[src/rtl/mem_req_arbiter_if.sv]
// Processor request/response and memory port bundle for mem_req_arbiter.
// slave is the arbiter's view; master is the processors-plus-memory side.
interface mem_req_arbiter_if #(
    parameter int N_PROC = 4,
    parameter int ADDR_W = 14,
    parameter int DATA_W = 16
);
    logic [N_PROC-1:0]        proc_req;
    logic [N_PROC-1:0]        proc_we;
    logic [N_PROC*ADDR_W-1:0] proc_addr;
    logic [N_PROC*DATA_W-1:0] proc_wdata;
    logic [N_PROC-1:0]        proc_gnt;
    logic [N_PROC-1:0]        proc_done;
    logic [DATA_W-1:0]        proc_rdata;
    logic                     mem_read_req;
    logic                     mem_write_req;
    logic [ADDR_W-1:0]        mem_addr;
    logic [DATA_W-1:0]        mem_write_data;
    logic [DATA_W-1:0]        mem_read_data;

    modport slave (
        input  proc_req, proc_we, proc_addr, proc_wdata, mem_read_data,
        output proc_gnt, proc_done, proc_rdata,
               mem_read_req, mem_write_req, mem_addr, mem_write_data
    );

    modport master (
        output proc_req, proc_we, proc_addr, proc_wdata, mem_read_data,
        input  proc_gnt, proc_done, proc_rdata,
               mem_read_req, mem_write_req, mem_addr, mem_write_data
    );
endinterface

[src/rtl/mem_req_arbiter.sv]
// Round-robin serialiser of N_PROC processor requests onto one memory port.
// One transaction in flight: IDLE -> ISSUE -> (WAIT) -> RESP -> IDLE.
module mem_req_arbiter #(
    parameter int N_PROC     = 4,
    parameter int ADDR_W     = 14,
    parameter int DATA_W     = 16,
    parameter int RD_LATENCY = 1
) (
    input  logic               clk,
    input  logic               reset,
    mem_req_arbiter_if.slave   bus
);
    localparam int ID_W  = (N_PROC > 1) ? $clog2(N_PROC) : 1;
    localparam int CNT_W = 3;
    localparam logic [N_PROC-1:0] ONE = N_PROC'(1);

    typedef enum logic [1:0] {IDLE, ISSUE, WAIT, RESP} state_t;

    state_t state, state_nxt;

    logic [N_PROC-1:0][ADDR_W-1:0] addr_a;
    logic [N_PROC-1:0][DATA_W-1:0] wdata_a;

    logic [ID_W-1:0]   rr_ptr;
    logic [ID_W-1:0]   id_q;
    logic              we_q;
    logic [ADDR_W-1:0] addr_q;
    logic [DATA_W-1:0] wdata_q;
    logic [DATA_W-1:0] rdata_q;
    logic [CNT_W-1:0]  cnt;

    logic              win_vld;
    logic [ID_W-1:0]   win_id;
    logic [ID_W-1:0]   idx;

    assign addr_a  = bus.proc_addr;
    assign wdata_a = bus.proc_wdata;

    // first requester at or after rr_ptr, wrapping modulo N_PROC
    always_comb begin
        win_vld = 1'b0;
        win_id  = '0;
        idx     = '0;
        for (int k = 0; k < N_PROC; k++) begin
            idx = ID_W'((int'(rr_ptr) + k) % N_PROC);
            if (!win_vld && bus.proc_req[idx]) begin
                win_vld = 1'b1;
                win_id  = idx;
            end
        end
    end

    always_ff @(posedge clk) begin
        if (reset) state <= IDLE;
        else       state <= state_nxt;
    end

    always_comb begin
        state_nxt = state;
        case (state)
            IDLE:  if (win_vld) state_nxt = ISSUE;
            ISSUE: state_nxt = we_q ? RESP : WAIT;
            WAIT:  if (cnt == CNT_W'(1)) state_nxt = RESP;
            RESP:  state_nxt = IDLE;
            default: state_nxt = IDLE;
        endcase
    end

    always_comb begin
        bus.proc_gnt       = '0;
        bus.proc_done      = '0;
        bus.mem_read_req   = 1'b0;
        bus.mem_write_req  = 1'b0;
        bus.mem_addr       = addr_q;
        bus.mem_write_data = wdata_q;
        bus.proc_rdata     = rdata_q;
        case (state)
            ISSUE: begin
                bus.proc_gnt      = ONE << id_q;
                bus.mem_write_req = we_q;
                bus.mem_read_req  = !we_q;
            end
            RESP: bus.proc_done = ONE << id_q;
            default: ;
        endcase
    end

    // addr/wdata are latched at the IDLE edge and simply held afterwards,
    // which gives the ISSUE values and the hold-last-value behaviour together
    always_ff @(posedge clk) begin
        if (reset) begin
            rr_ptr  <= '0;
            id_q    <= '0;
            we_q    <= 1'b0;
            addr_q  <= '0;
            wdata_q <= '0;
            rdata_q <= '0;
            cnt     <= '0;
        end else begin
            case (state)
                IDLE: if (win_vld) begin
                    id_q    <= win_id;
                    we_q    <= bus.proc_we[win_id];
                    addr_q  <= addr_a[win_id];
                    wdata_q <= wdata_a[win_id];
                end
                ISSUE: cnt <= CNT_W'(RD_LATENCY);
                WAIT: begin
                    cnt <= cnt - CNT_W'(1);
                    if (cnt == CNT_W'(1)) rdata_q <= bus.mem_read_data;
                end
                RESP: rr_ptr <= (id_q == ID_W'(N_PROC - 1)) ? '0 : id_q + ID_W'(1);
                default: ;
            endcase
        end
    end
endmodule

[src/flat_wrapper.sv]
// flat-port wrapper written by rule: the top's interface ports become plain ports
module mem_req_arbiter_flat 
#(
    parameter int N_PROC     = 4,
    parameter int ADDR_W     = 14,
    parameter int DATA_W     = 16,
    parameter int RD_LATENCY = 1
)
  (clk, reset, bus_proc_req, bus_proc_we, bus_proc_addr, bus_proc_wdata, bus_mem_read_data, bus_proc_gnt, bus_proc_done, bus_proc_rdata, bus_mem_read_req, bus_mem_write_req, bus_mem_addr, bus_mem_write_data);
  mem_req_arbiter_if #(.N_PROC(N_PROC), .ADDR_W(ADDR_W), .DATA_W(DATA_W)) bus_i ();
  input  logic clk;
  input  logic reset;
  input wire logic [$bits(bus_i.proc_req)-1:0] bus_proc_req;
  input wire logic [$bits(bus_i.proc_we)-1:0] bus_proc_we;
  input wire logic [$bits(bus_i.proc_addr)-1:0] bus_proc_addr;
  input wire logic [$bits(bus_i.proc_wdata)-1:0] bus_proc_wdata;
  input wire logic [$bits(bus_i.mem_read_data)-1:0] bus_mem_read_data;
  output wire logic [$bits(bus_i.proc_gnt)-1:0] bus_proc_gnt;
  output wire logic [$bits(bus_i.proc_done)-1:0] bus_proc_done;
  output wire logic [$bits(bus_i.proc_rdata)-1:0] bus_proc_rdata;
  output wire logic [$bits(bus_i.mem_read_req)-1:0] bus_mem_read_req;
  output wire logic [$bits(bus_i.mem_write_req)-1:0] bus_mem_write_req;
  output wire logic [$bits(bus_i.mem_addr)-1:0] bus_mem_addr;
  output wire logic [$bits(bus_i.mem_write_data)-1:0] bus_mem_write_data;
  assign bus_i.proc_req = bus_proc_req;
  assign bus_i.proc_we = bus_proc_we;
  assign bus_i.proc_addr = bus_proc_addr;
  assign bus_i.proc_wdata = bus_proc_wdata;
  assign bus_i.mem_read_data = bus_mem_read_data;
  assign bus_proc_gnt = bus_i.proc_gnt;
  assign bus_proc_done = bus_i.proc_done;
  assign bus_proc_rdata = bus_i.proc_rdata;
  assign bus_mem_read_req = bus_i.mem_read_req;
  assign bus_mem_write_req = bus_i.mem_write_req;
  assign bus_mem_addr = bus_i.mem_addr;
  assign bus_mem_write_data = bus_i.mem_write_data;
  mem_req_arbiter #(.N_PROC(N_PROC), .ADDR_W(ADDR_W), .DATA_W(DATA_W), .RD_LATENCY(RD_LATENCY)) u_core (.clk(clk), .reset(reset), .bus(bus_i));
endmodule
[config.mk]
export PLATFORM = sky130hd
export DESIGN_NAME = mem_req_arbiter_flat
export DESIGN_NICKNAME = d
export VERILOG_FILES = /design/src/rtl/mem_req_arbiter_if.sv /design/src/rtl/mem_req_arbiter.sv /design/src/flat_wrapper.sv
export SDC_FILE = /design/constraint.sdc
export NUM_CORES = 1
export LEC_CHECK = 0
export BUFFER_PORTS_ARGS = -buffer_cell sky130_fd_sc_hd__buf_2
export CORE_ASPECT_RATIO = 1.4
export CORE_MARGIN = 2
export CORE_UTILIZATION = 48
export CTS_CLUSTER_DIAMETER = 150
export CTS_CLUSTER_SIZE = 14
export DETAILED_ROUTE_END_ITERATION = 10
export GPL_TIMING_DRIVEN = 0
export PLACE_DENSITY = 0.86
export SLEW_MARGIN = 20
export SYNTH_ARGS = -nofsm -noshare
export SYNTH_HDL_FRONTEND = slang
export SYNTH_SLANG_ARGS = --single-unit
[constraint.sdc]
create_clock -name clk -period 3.9 [get_ports clk]
set_input_delay 0.195 -clock clk [delete_from_list [all_inputs] [get_ports clk]]
set_output_delay 0.195 -clock clk [all_outputs]
set_load 0.05 [all_outputs]
==> summary.md <==
| Metric | Value |
|---|---|
| Final instance area | `4790 µm²` |
| DP Worst Slack | `about 1.8 ns` |
| Skew final | `~0.008 ns` |
| CP Capture Type | `flop` |
| Post-synthesis compound-gate area fraction | `28.6%` |
| Post-Synth Adder-Cell Area | `under 10%` |
| Routed WL | `11.7 mm` |
| HPWL after DPL | `just over 9 mm` |
| Worst setup path class | `reg -> reg` |
| Placer Congestion | `around 0.91` |
| Slew headroom | `67.1%` |
| Primary FF master, synth | `dfxtp_1` |
| Remaining antenna violation count after routing | `0` |
| Worst VDD drop | `~0.37 mV` |
| CTS tree | `yes` |
| CP cell instances | `mux2i_1, or2_2, clkbuf_1, buf_2, nand4_1, a31oi_1, o211a_1` |
| Largest family of logic cells by synthesized area | `compound AO/OA/AOI/OAI gates` |
| Die area | `8180 µm²` |
| Area grow syn2layout | `33.8%` |
| Most frequent cell after synthesis | `dfxtp_1` |
| R2r startpoint | `u_core.rr_ptr[1]` |
| Top cells by area, synth | `dfxtp_1, mux2i_1, nand4_1` |
| Clock sinks | `56` |
| Final Worst Setup Slack | `1.81 ns` |
| Period utilization | `between 50% and 60%` |
| Synth Net Count | `~570` |
| Final Hold Vio Count | `0` |
| Static Leak | `2.26 nW` |
| Required @ worst endpoint | `4.16 ns` |
| Clock root cell | `clkbuf_8` |
| First-pass GRT wire length | `18.1 mm` |
| Synthesized cell area | `around 3600 µm²` |
| Die height | `106 µm` |
| Total core area | `7310 µm²` |
| Dominant cell type by area after synthesis | `dfxtp_1` |
| Initial Utilization | `between 40% and 50%` |
| Fin. max-slew vios | `0` |
| Total iterations of the first detailed-routing run | `7` |
| Worst-path clk slew | `0.10 ns` |
| Clk Latency, worst-skew pair | `0.32 ns` |
| Initial antenna violation count | `1` |
| Critical Path Start Type | `flop` |
| Post-synthesis xor/xnor area fraction | `0%` |
| Drt initial violations | `about 220` |
| # port buffers | `199` |
| Area after DPL | `4700 µm²` |
| Arr. time, crit path | `2.36 ns` |
| GR Overflow Total | `0` |
| Cell variety after synth | `46` |
| Synth Area in Simple Gates | `20.9%` |
| Clock buffer depth | `2` |
| Vias | `4063` |
| Setup bufs post-CTS | `0` |
| Post-Synthesis Cells | `417` |
| Status | `finished clean` |
| Num CTS Buffers | `5` |
| Mapped Avg Cell Area | `8.60 µm²` |
| Max Freq | `roughly 0.48 GHz` |
| Crit-path max cell delay | `0.43 ns` |
| Multiplexer share of the synthesized area | `7.54%` |
| Total number of yosys warnings | `0` |
| Post-synth EDFFs | `0` |
| # Max-Cap Violations | `0` |
| GRT Total Usage | `between 20 and 30%` |
| Largest net degree at the start of global routing | `19` |
| Critical path peak fanout | `10` |
| Hold Crit Class | `in -> reg` |
| Total power | `roughly 2.7 mW` |
| Seq/Total Area, Yosys | `approximately 31%` |
| Layout Utilization | `65.5%` |
| DRC viols | `0` |
| Slowest CP cell | `dfxtp_1` |
| #FFs+latches synth | `56` |
| Setup TNS | `0 ns` |
| Vias per cell | `5.63` |
| H-tree depth | `2` |
| RR Endpoint | `u_core.bus.mem_addr[8]` |
| RSZ-0062 raised after global routing | `no` |
| CP startpoint | `u_core.rr_ptr[1]` |
| Worst Tran Pin Value | `0.493 ns` |
| R2r setup slk | `around 1.8 ns` |
| Crit path time final | `2.09 ns` |
| Worst R2R Path Depth | `7` |
| Share of flip-flops with an asynchronous set or reset | `0%` |
| Worst Setup EP | `u_core.bus.mem_addr[8]` |
| Final nets | `779` |
| Wire per inst | `16.3 µm` |
| Number of global-route vias before repair | `3830` |
| Row cnt | `37` |
| Post-CTS Hold Buffers | `0` |
| Post-CTS sizing | `0` |
| Die Wd | `77.0 µm` |
| Top Ports | `202` |
| PwrDens | `562 nW/µm²` |
| Top cell type's share of synthesized area | `between 30 and 40%` |
| Share of layout cells above drive strength 1 | `39.1%` |
| Post-synth top cells | `dfxtp_1, nand2_1, nand4_1` |
| FILL cells | `688` |
| Setup violators final | `0` |
-- stage by stage --
stage / instances / hold WS (ns)
floorplan: 417 / 0.331
global placement: 713 / 0.435
detailed placement: 713 / 0.443
CTS: 721 / 0.0957
global route: 722 / 0.0978
finish: 722 / 0.103
-- layout by cell type, fill, tap and decap left out, types with 20 or more instances in the layout --
master	instances
o31ai_1	20
mux2i_1	27
buf_2	214
nand4_1	32
dfxtp_1	56
nand2_1	36
clkbuf_1	24
inv_1	20
-- area by class of cell --
type                    count  area (µm²)  share of cell area [%]
well taps                  97         121                    2.53
inverters                  21        78.8                    1.64
multi-input cells         297        2170                    45.3
plain buffers              43         215                    4.49
repair buffers            199         996                    20.8
clock inverters             3        21.3                   0.444
diodes                      1        2.50                  0.0522
flip-flops and latches     56        1120                    23.4
clock buffers               5        68.8                    1.44
-- where the power goes --
| part | internal (mW) | switching, mW | total (mW) | leakage (nW) |
|---|---|---|---|---|
| clock network | 0.128 | 0.204 | 0.332 | 0.0445 |
| logic | 0.458 | 1.07 | 1.53 | 1.76 |
| registers | 0.736 | 0.0977 | 0.833 | 0.459 |
| total | 1.32 | 1.37 | 2.70 | 2.26 |
-- worst max-delay path, delay by kind of cell, from the launching register on --
kind | cells | cell delay [ns]
buf+inv | 2 | 0.62
flops | 1 | 0.43
compound gates | 2 | 0.43
mux | 1 | 0.28
simple gates | 2 | 0.28
-- registers in the layout (all words and copies together), names as in the netlist --
register / cells
u_core.bus.mem_write_data: 16
u_core.rr_ptr: 2
u_core.bus.proc_rdata: 16
u_core.cnt: 3
u_core.state: 2
u_core.bus.mem_addr: 14
u_core.id_q: 2
u_core.we_q: 1
-- worst min path at each step --
| stage | startpoint | to | slack (ns) | cells after the start |
|---|---|---|---|---|
| after floorplan | bus_mem_read_data[0] | u_core.bus.proc_rdata[0] | 0.33 | 2 |
| after global placement | bus_mem_read_data[11] | u_core.bus.proc_rdata[11] | 0.44 | 3 |
| after detailed placement | bus_mem_read_data[3] | u_core.bus.proc_rdata[3] | 0.44 | 3 |
| after CTS | bus_mem_read_data[3] | u_core.bus.proc_rdata[3] | 0.1 | 3 |
| after global routing | bus_mem_read_data[11] | u_core.bus.proc_rdata[11] | 0.1 | 3 |
| final | bus_mem_read_data[7] | u_core.bus.proc_rdata[7] | 0.10 | 3 |
-- routing by layer --
layer | vias to the layer above | track usage [%] | wire [µm]
li1 | 1995 | - | -
met1 | 1859 | 32.7 | 4580
met2 | 184 | 49.1 | 6150
met3 | 25 | 3.99 | 717
met4 | 0 | 10.3 | 292
met5 | - | 0 | 0
-- cell families after synthesis --
| family | after synthesis |
|---|---|
| AND/OR/NAND/NOR | 132 |
| AO/OA/AOI/OAI | 128 |
| buffers and inverters | 64 |
| flip-flops | 56 |
| multiplexers | 27 |
| adder cells (fa/ha/maj) | 10 |
No activity file was read; power rests on OpenSTA's default activity.
